**src/rtl/cache_line_reader_if.sv**
```systemverilog
// cache_line_reader_if: groups the signals of a cache_line_reader into one bundle.
//   core side   : req_valid/req_ready/req_addr, resp_valid/resp_ready/resp_data/resp_hit, flush
//   line side   : line_valid/line_tag/line_data (read), line_overwrite/line_wr_* (write)
//   memory side : mem_req_valid/mem_req_ready/mem_req_addr, mem_resp_valid/mem_resp_data
// Modports: slave = the reader block itself, master = its environment (core, line, memory).
interface cache_line_reader_if #(
    parameter int ADDRESS_BITS = 32,
    parameter int REG_LEN      = 32,
    parameter int LINE_BYTES   = 16
) ();
    localparam int OFFSET_BITS = $clog2(LINE_BYTES);
    localparam int TAG_BITS    = ADDRESS_BITS - OFFSET_BITS;
    localparam int LINE_LEN    = LINE_BYTES * 8;

    logic                    req_valid;
    logic                    req_ready;
    logic [ADDRESS_BITS-1:0] req_addr;
    logic                    resp_valid;
    logic                    resp_ready;
    logic [REG_LEN-1:0]      resp_data;
    logic                    resp_hit;
    logic                    flush;
    logic                    line_valid;
    logic [TAG_BITS-1:0]     line_tag;
    logic [LINE_LEN-1:0]     line_data;
    logic                    line_overwrite;
    logic                    line_wr_valid;
    logic [TAG_BITS-1:0]     line_wr_tag;
    logic [LINE_LEN-1:0]     line_wr_data;
    logic                    mem_req_valid;
    logic                    mem_req_ready;
    logic [ADDRESS_BITS-1:0] mem_req_addr;
    logic                    mem_resp_valid;
    logic [LINE_LEN-1:0]     mem_resp_data;

    modport slave (
        input  req_valid, req_addr, resp_ready, flush,
        input  line_valid, line_tag, line_data,
        input  mem_req_ready, mem_resp_valid, mem_resp_data,
        output req_ready, resp_valid, resp_data, resp_hit,
        output line_overwrite, line_wr_valid, line_wr_tag, line_wr_data,
        output mem_req_valid, mem_req_addr
    );

    modport master (
        output req_valid, req_addr, resp_ready, flush,
        output line_valid, line_tag, line_data,
        output mem_req_ready, mem_resp_valid, mem_resp_data,
        input  req_ready, resp_valid, resp_data, resp_hit,
        input  line_overwrite, line_wr_valid, line_wr_tag, line_wr_data,
        input  mem_req_valid, mem_req_addr
    );
endinterface

```
**src/rtl/cache_line_reader.sv**
```systemverilog
// cache_line_reader: read-side controller for one external cache line.
// A load is looked up against the stored valid/tag; a hit returns the addressed
// word, a miss fetches the whole line from memory, rewrites the line and then
// returns the word. Flush requests are queued and invalidate the line once idle.
// Ports:
//   clk, rst_n : clock (rising edge) and asynchronous active-low reset
//   bus        : cache_line_reader_if.slave (core, line and memory signals)
//   hit_count, miss_count : lookup statistics, only with CACHE_READER_STATS_EN defined
module cache_line_reader #(
    parameter int ADDRESS_BITS = 32,
    parameter int REG_LEN      = 32,
    parameter int LINE_BYTES   = 16
) (
    input  logic                      clk,
    input  logic                      rst_n,
    cache_line_reader_if.slave        bus
`ifdef CACHE_READER_STATS_EN
    ,
    output logic [31:0]               hit_count,
    output logic [31:0]               miss_count
`endif
);
    localparam int OFFSET_BITS = $clog2(LINE_BYTES);
    localparam int TAG_BITS    = ADDRESS_BITS - OFFSET_BITS;
    localparam int LINE_LEN    = LINE_BYTES * 8;
    localparam int BYTE_BITS   = $clog2(REG_LEN / 8);
    localparam int WORDS       = LINE_LEN / REG_LEN;

    typedef enum logic [2:0] {
        IDLE     = 3'd0,
        LOOKUP   = 3'd1,
        MEM_REQ  = 3'd2,
        MEM_WAIT = 3'd3,
        RESP     = 3'd4
    } state_t;

    state_t               state_r, next_s;
    logic                 flush_pending_r;
    logic [TAG_BITS-1:0]  tag_r;
    logic [OFFSET_BITS-1:0] off_r;
    logic [REG_LEN-1:0]   resp_data_r;
    logic                 resp_hit_r;

    logic                 req_ready_s, resp_valid_s, mem_req_valid_s;
    logic                 line_ow_s, line_wr_valid_s;
    logic [TAG_BITS-1:0]  line_wr_tag_s;
    logic [LINE_LEN-1:0]  line_wr_data_s;
    logic                 latch_req_s, lookup_hit_s, clear_flush_s;
    logic                 capture_hit_s, capture_refill_s;

    // Word i of a line sits at bits [i*REG_LEN +: REG_LEN]; byte bits below a word are ignored.
    function automatic logic [REG_LEN-1:0] select_word(input logic [LINE_LEN-1:0] line,
                                                       input logic [OFFSET_BITS-1:0] off);
        logic [REG_LEN-1:0] w;
        w = '0;
        for (int i = 0; i < WORDS; i++) begin
            w = ((off >> BYTE_BITS) == OFFSET_BITS'(i)) ? line[i*REG_LEN +: REG_LEN] : w;
        end
        return w;
    endfunction

    // Next-state decode and per-state outputs.
    always_comb begin
        next_s           = state_r;
        req_ready_s      = 1'b0;
        resp_valid_s     = 1'b0;
        mem_req_valid_s  = 1'b0;
        line_ow_s        = 1'b0;
        line_wr_valid_s  = 1'b0;
        line_wr_tag_s    = '0;
        line_wr_data_s   = '0;
        latch_req_s      = 1'b0;
        clear_flush_s    = 1'b0;
        capture_hit_s    = 1'b0;
        capture_refill_s = 1'b0;
        lookup_hit_s     = bus.line_valid && (bus.line_tag == tag_r);
        case (state_r)
            IDLE: begin
                if (flush_pending_r) begin
                    // Invalidate write; a waiting request is held off this cycle.
                    line_ow_s     = 1'b1;
                    clear_flush_s = 1'b1;
                    next_s        = IDLE;
                end else begin
                    req_ready_s = 1'b1;
                    if (bus.req_valid) begin
                        latch_req_s = 1'b1;
                        next_s      = LOOKUP;
                    end else begin
                        next_s = IDLE;
                    end
                end
            end
            LOOKUP: begin
                if (lookup_hit_s) begin
                    capture_hit_s = 1'b1;
                    next_s        = RESP;
                end else begin
                    next_s = MEM_REQ;
                end
            end
            MEM_REQ: begin
                mem_req_valid_s = 1'b1;
                if (bus.mem_req_ready) begin
                    next_s = MEM_WAIT;
                end else begin
                    next_s = MEM_REQ;
                end
            end
            MEM_WAIT: begin
                if (bus.mem_resp_valid) begin
                    line_ow_s        = 1'b1;
                    line_wr_valid_s  = 1'b1;
                    line_wr_tag_s    = tag_r;
                    line_wr_data_s   = bus.mem_resp_data;
                    capture_refill_s = 1'b1;
                    next_s           = RESP;
                end else begin
                    next_s = MEM_WAIT;
                end
            end
            RESP: begin
                resp_valid_s = 1'b1;
                if (bus.resp_ready) begin
                    next_s = IDLE;
                end else begin
                    next_s = RESP;
                end
            end
            default: begin
                next_s = IDLE;
            end
        endcase
    end

    // State, latched request, pending flush and response word.
    always_ff @(posedge clk or negedge rst_n) begin
        if (!rst_n) begin
            state_r         <= IDLE;
            flush_pending_r <= 1'b0;
            tag_r           <= '0;
            off_r           <= '0;
            resp_data_r     <= '0;
            resp_hit_r      <= 1'b0;
        end else begin
            state_r <= next_s;
            // A flush landing in the invalidate cycle is already covered by that write,
            // which also keeps line_overwrite from firing on two consecutive cycles.
            if (clear_flush_s) begin
                flush_pending_r <= 1'b0;
            end else begin
                flush_pending_r <= flush_pending_r | bus.flush;
            end
            if (latch_req_s) begin
                tag_r <= bus.req_addr[ADDRESS_BITS-1:OFFSET_BITS];
                off_r <= bus.req_addr[OFFSET_BITS-1:0];
            end else begin
                tag_r <= tag_r;
                off_r <= off_r;
            end
            if (capture_hit_s) begin
                resp_data_r <= select_word(bus.line_data, off_r);
                resp_hit_r  <= 1'b1;
            end else if (capture_refill_s) begin
                resp_data_r <= select_word(bus.mem_resp_data, off_r);
                resp_hit_r  <= 1'b0;
            end else begin
                resp_data_r <= resp_data_r;
                resp_hit_r  <= resp_hit_r;
            end
        end
    end

`ifdef CACHE_READER_STATS_EN
    // Lookup statistics, counted in the LOOKUP cycle, wrapping naturally.
    always_ff @(posedge clk or negedge rst_n) begin
        if (!rst_n) begin
            hit_count  <= 32'd0;
            miss_count <= 32'd0;
        end else if (state_r == LOOKUP) begin
            hit_count  <= hit_count + {31'd0, lookup_hit_s};
            miss_count <= miss_count + {31'd0, !lookup_hit_s};
        end else begin
            hit_count  <= hit_count;
            miss_count <= miss_count;
        end
    end
`endif

    assign bus.req_ready      = req_ready_s;
    assign bus.resp_valid     = resp_valid_s;
    assign bus.resp_data      = resp_data_r;
    assign bus.resp_hit       = resp_hit_r;
    assign bus.line_overwrite = line_ow_s;
    assign bus.line_wr_valid  = line_wr_valid_s;
    assign bus.line_wr_tag    = line_wr_tag_s;
    assign bus.line_wr_data   = line_wr_data_s;
    assign bus.mem_req_valid  = mem_req_valid_s;
    assign bus.mem_req_addr   = mem_req_valid_s ? {tag_r, {OFFSET_BITS{1'b0}}} : '0;

endmodule

```
**src/flat_wrapper.sv**
```systemverilog
// flat-port wrapper written by rule: the top's interface ports become plain ports
module cache_line_reader_flat 
#(
    parameter int ADDRESS_BITS = 32,
    parameter int REG_LEN      = 32,
    parameter int LINE_BYTES   = 16
)
  (clk, rst_n, bus_req_valid, bus_req_addr, bus_resp_ready, bus_flush, bus_line_valid, bus_line_tag, bus_line_data, bus_mem_req_ready, bus_mem_resp_valid, bus_mem_resp_data, bus_req_ready, bus_resp_valid, bus_resp_data, bus_resp_hit, bus_line_overwrite, bus_line_wr_valid, bus_line_wr_tag, bus_line_wr_data, bus_mem_req_valid, bus_mem_req_addr);
  cache_line_reader_if #(.ADDRESS_BITS(ADDRESS_BITS), .REG_LEN(REG_LEN), .LINE_BYTES(LINE_BYTES)) bus_i ();
  input  logic clk;
  input  logic rst_n;
  input wire logic [$bits(bus_i.req_valid)-1:0] bus_req_valid;
  input wire logic [$bits(bus_i.req_addr)-1:0] bus_req_addr;
  input wire logic [$bits(bus_i.resp_ready)-1:0] bus_resp_ready;
  input wire logic [$bits(bus_i.flush)-1:0] bus_flush;
  input wire logic [$bits(bus_i.line_valid)-1:0] bus_line_valid;
  input wire logic [$bits(bus_i.line_tag)-1:0] bus_line_tag;
  input wire logic [$bits(bus_i.line_data)-1:0] bus_line_data;
  input wire logic [$bits(bus_i.mem_req_ready)-1:0] bus_mem_req_ready;
  input wire logic [$bits(bus_i.mem_resp_valid)-1:0] bus_mem_resp_valid;
  input wire logic [$bits(bus_i.mem_resp_data)-1:0] bus_mem_resp_data;
  output wire logic [$bits(bus_i.req_ready)-1:0] bus_req_ready;
  output wire logic [$bits(bus_i.resp_valid)-1:0] bus_resp_valid;
  output wire logic [$bits(bus_i.resp_data)-1:0] bus_resp_data;
  output wire logic [$bits(bus_i.resp_hit)-1:0] bus_resp_hit;
  output wire logic [$bits(bus_i.line_overwrite)-1:0] bus_line_overwrite;
  output wire logic [$bits(bus_i.line_wr_valid)-1:0] bus_line_wr_valid;
  output wire logic [$bits(bus_i.line_wr_tag)-1:0] bus_line_wr_tag;
  output wire logic [$bits(bus_i.line_wr_data)-1:0] bus_line_wr_data;
  output wire logic [$bits(bus_i.mem_req_valid)-1:0] bus_mem_req_valid;
  output wire logic [$bits(bus_i.mem_req_addr)-1:0] bus_mem_req_addr;
  assign bus_i.req_valid = bus_req_valid;
  assign bus_i.req_addr = bus_req_addr;
  assign bus_i.resp_ready = bus_resp_ready;
  assign bus_i.flush = bus_flush;
  assign bus_i.line_valid = bus_line_valid;
  assign bus_i.line_tag = bus_line_tag;
  assign bus_i.line_data = bus_line_data;
  assign bus_i.mem_req_ready = bus_mem_req_ready;
  assign bus_i.mem_resp_valid = bus_mem_resp_valid;
  assign bus_i.mem_resp_data = bus_mem_resp_data;
  assign bus_req_ready = bus_i.req_ready;
  assign bus_resp_valid = bus_i.resp_valid;
  assign bus_resp_data = bus_i.resp_data;
  assign bus_resp_hit = bus_i.resp_hit;
  assign bus_line_overwrite = bus_i.line_overwrite;
  assign bus_line_wr_valid = bus_i.line_wr_valid;
  assign bus_line_wr_tag = bus_i.line_wr_tag;
  assign bus_line_wr_data = bus_i.line_wr_data;
  assign bus_mem_req_valid = bus_i.mem_req_valid;
  assign bus_mem_req_addr = bus_i.mem_req_addr;
  cache_line_reader #(.ADDRESS_BITS(ADDRESS_BITS), .REG_LEN(REG_LEN), .LINE_BYTES(LINE_BYTES)) u_core (.clk(clk), .rst_n(rst_n), .bus(bus_i));
endmodule
```
**config.mk**
```make
export PLATFORM = sky130hd
export DESIGN_NAME = cache_line_reader_flat
export DESIGN_NICKNAME = d
export VERILOG_FILES = /design/src/rtl/cache_line_reader_if.sv /design/src/rtl/cache_line_reader.sv /design/src/flat_wrapper.sv
export SDC_FILE = /design/constraint.sdc
export NUM_CORES = 1
export LEC_CHECK = 0
export ABC_AREA = 1
export BUFFER_PORTS_ARGS = -buffer_cell sky130_fd_sc_hd__buf_2
export CAP_MARGIN = 10
export CORE_AREA = 5 5 212 214
export DETAILED_ROUTE_END_ITERATION = 10
export DIE_AREA = 0 0 217 219
export GPL_ROUTABILITY_DRIVEN = 1
export GPL_TIMING_DRIVEN = 0
export PLACE_DENSITY = 0.36
export SLEW_MARGIN = 10
export SYNTH_ARGS = -nofsm -noshare
export SYNTH_HDL_FRONTEND = slang
export SYNTH_SLANG_ARGS = --single-unit
```
**constraint.sdc**
```tcl
create_clock -name clk -period 3.6 [get_ports clk]
set_input_delay 0.36 -clock clk [delete_from_list [all_inputs] [get_ports clk]]
set_output_delay 0.36 -clock clk [all_outputs]
set_load 0.02 [all_outputs]
```
==> impl_metrics.toml <==
[run_status]
status = "finished, final reports clean"

[detailed_routing]
route.detailed.drc = 0
vias_per_cell = 4.18
ant_nets = 0
vias = 9393
drtIter0Drc = 554
drt-wirelength-per-cell_um = 21.5
routed_wl_mm = 48.3
first_pass_iters = 5

[worst_setup_path]
path_max_fanout = 10
reg2reg_from = "u_core.off_r[2]$_DFFE_PN0P_"
cpMostUsedCell = "buf_2"
slowest_stage = "dfrtp_1"
critical-path-max-stage-delay_ns = 0.48
critical_path.cell_chain = "nor3_4 -> nand2_4 -> buf_6 -> buf_2 -> nor2_1 -> buf_2"
cp_top_family = "simple AND/OR/NAND/NOR gates"
worst-r2r-cell-count = 8
critPathRequiredTime_ns = 3.24
end_kind = "primary output"
cp-start-kind = "flip-flop"
crit_buf_inv = 3
crit_type = "flip-flop to primary output"
ff2ff_setup_slack_ns = 1.45
cp.arrival_ns = 2.35
r2r_end = "u_core.bus.resp_data[3]$_DFFE_PN0P_"

[synthesis]
syn_inst = 1134
syn-cell-area_um2 = 6660
ys_seq_elements = 67
ys.flop_type = "dfrtp_1"
syn_area_per_cell_um2 = 5.87
synth_cell_type_count = 34
ys_warn_count = 0
yosysSeqAreaShare_pct = 25.2
async_flop_share_pct = 100
synth-edff-count = 0

[grt]
grt-ovfl-total = 0
grtUsageMet2_pct = 32.9
grt_start_max_net_pins = 40
antenna_found_initial = 5
use_met1_pct = 25.2
grt_pass1_vias = 9518
use_met3_pct = 3.60
busiest_layer = "met2"
grt_pass1_wl_mm = 66.2
grtUsageTotal_pct = 19.0

[clock_tree]
insertion_delay_ns = 0.35
cts.repair.resized = 0
cts_buffers = 9
cts_sinks = 67
post-cts-setup-buffers = 0
root_buffer = "clkbuf_16"
clock_path_buffers = 2
htree_levels = 3
path_clk_slew_ns = 0.06
holdBufCountCts = 1
cts_tree = "built"

[timing]
grt_setup_unrepaired = "no"
maxSlewViolCount = 0
setup-tns-final_ns = 0
slew_headroom_pct = 53.3
tightest_slew_ns = 0.700
hold_violations = 0
max_freq_ghz = 0.370
fin_crit_sh_pct = 75.1
fin_skew_ns = 0.0128
finalCriticalPeriod_ns = 2.71
setup_violations = 0

[final_layout]
fin_cells = 2247
layout-drive-gt1-share_pct = 40.7
nets = 2016
syn2layout_area_growth_pct = 56.1
fillers = 5028

[floorplan]
die_area_um2 = 47500
num_rows = 76
initial_core_util_pct = 15.6
die_x_um = 217
die_h_um = 219
core_area_um2 = 42700
ios = 550

[place]
dp_hpwl_mm = 41.8
gp_congestion = 0.956
portBuffers = 542
placed_cells_incl_taps = 2226

[hold_path]
hold_class = "primary input to flip-flop"
holdCritStartpoint = "bus_flush"
holdPathStages = 3
holdPathEnd = "u_core.flush_pending_r$_DFF_PN0_"

[job]
max-cap-violations = 0

[power_and_ir_drop]
p_leak_nw = 6.13
ir_worst_vdd_mv = 0.257
pwr_density_cell_nw_per_um2 = 688
## worst register-to-register path: cells and delay by family (launching register included)
kind	cells	cell delay (ns)
flops	1	0.36
compound gates	1	0.60
simple gates	3	0.47
buf+inv	4	0.62
## cell type report
cell class | count | area, um2 | share of cell area, %
clock buffers | 9 | 225 | 2.17
plain buffers | 77 | 479 | 4.61
well taps | 546 | 683 | 6.57
clock inverters | 7 | 53.8 | 0.518
repair buffers | 544 | 2750 | 26.5
multi-input cells | 855 | 3990 | 38.3
inverters | 138 | 531 | 5.10
diodes | 4 | 10.0 | 0.0963
flip-flops and latches | 67 | 1680 | 16.1
## layout by cell type (no fill, tap or decap), types with 3 or more instances in the layout
cell and n:
a2bb2oi_2 19, dfrtp_1 67, clkbuf_16 9, o21ai_0 14, a221oi_1 6, inv_2 26, o21ai_1 3, nand2_1 359
inv_1 111, a21oi_1 68, a2bb2oi_1 7, conb_1 4, buf_6 11, a21oi_2 21, clkinvlp_4 3, clkbuf_1 24
buf_4 11, o22ai_1 26, nand4_1 26, buf_2 571, diode_2 4, nand3_1 40, nor2_1 243, nor2_2 4
## flip-flops by register name, summed over array words and instances, names as in the netlist
| register | cells |
|---|---|
| u_core.state_r | 3 |
| u_core.bus.resp_data | 32 |
| u_core.off_r | 2 |
| u_core.bus.resp_hit | 1 |
| u_core.tag_r | 28 |
| u_core.flush_pending_r | 1 |
## cell usage after synthesis (3+ instances only)
master | number | area (um2)
o21ai_1 | 3 | 15.0
a2bb2oi_2 | 19 | 285
buf_6 | 11 | 124
o22ai_1 | 26 | 163
buf_2 | 30 | 150
a221oi_1 | 6 | 52.6
dfrtp_1 | 67 | 1680
buf_4 | 10 | 75.1
nand4_1 | 26 | 163
nand2_1 | 359 | 1350
nor2_1 | 243 | 912
clkbuf_1 | 24 | 90.1
nor2_2 | 4 | 25.0
inv_1 | 111 | 417
a21oi_2 | 21 | 184
nand3_1 | 40 | 200
inv_2 | 26 | 97.6
o21ai_0 | 14 | 70.1
a2bb2oi_1 | 7 | 61.3
a21oi_1 | 68 | 340
## worst max-delay path by stage
stage / start / endpoint / cells past startpoint
floorplan: u_core.state_r[2]$_DFF_PN0_ / bus_mem_req_addr[21] / 5
global placement: u_core.state_r[2]$_DFF_PN0_ / bus_line_wr_data[8] / 6
detailed placement: bus_mem_resp_valid / bus_line_wr_data[8] / 6
CTS: u_core.state_r[2]$_DFF_PN0_ / bus_line_wr_data[8] / 6
global route: u_core.state_r[2]$_DFF_PN0_ / bus_line_wr_data[8] / 6
finish: u_core.state_r[2]$_DFF_PN0_ / bus_line_wr_data[8] / 6
## power breakdown
group / leakage, nW / internal (mW) / switching, mW
registers: 0.753 / 1.11 / 0.266
logic: 5.25 / 1.51 / 3.39
clock network: 0.128 / 0.471 / 0.400
total: 6.13 / 3.09 / 4.06
## per-stage QoR
step                      power, mW  hold slack [ns]  instance area (um2)  util, %  worst slack [ns]
after floorplan                4.30           0.0644                 6670        -              1.46
after global placement         6.36            0.461                10100     23.6              1.20
after detailed placement       6.38            0.337                10100     23.6              1.21
after CTS                      7.29            0.228                10400     24.3             0.844
after global routing           7.75            0.245                10400     24.3             0.755
final                          7.15            0.236                10400     24.3             0.895
## per-layer routing
layer / up-vias / wire length [um]
li1: 4668 / -
met1: 4348 / 21200
met2: 353 / 23800
met3: 24 / 2880
met4: 0 / 422
met5: - / 0
## logic make-up after synthesis
kind of cell              count (synthesis)  share of synthesized area [%]
AOI/OAI and AO/OA                       168                           18.1
xor gates and xnor gates                  2                          0.263
buffers and inverters                   215                           15.2
DFF                                      67                           25.2
other                                     1                         0.0563
and+or+nand+nor                         681                           41.3
Power figures use the tool's default switching activity.
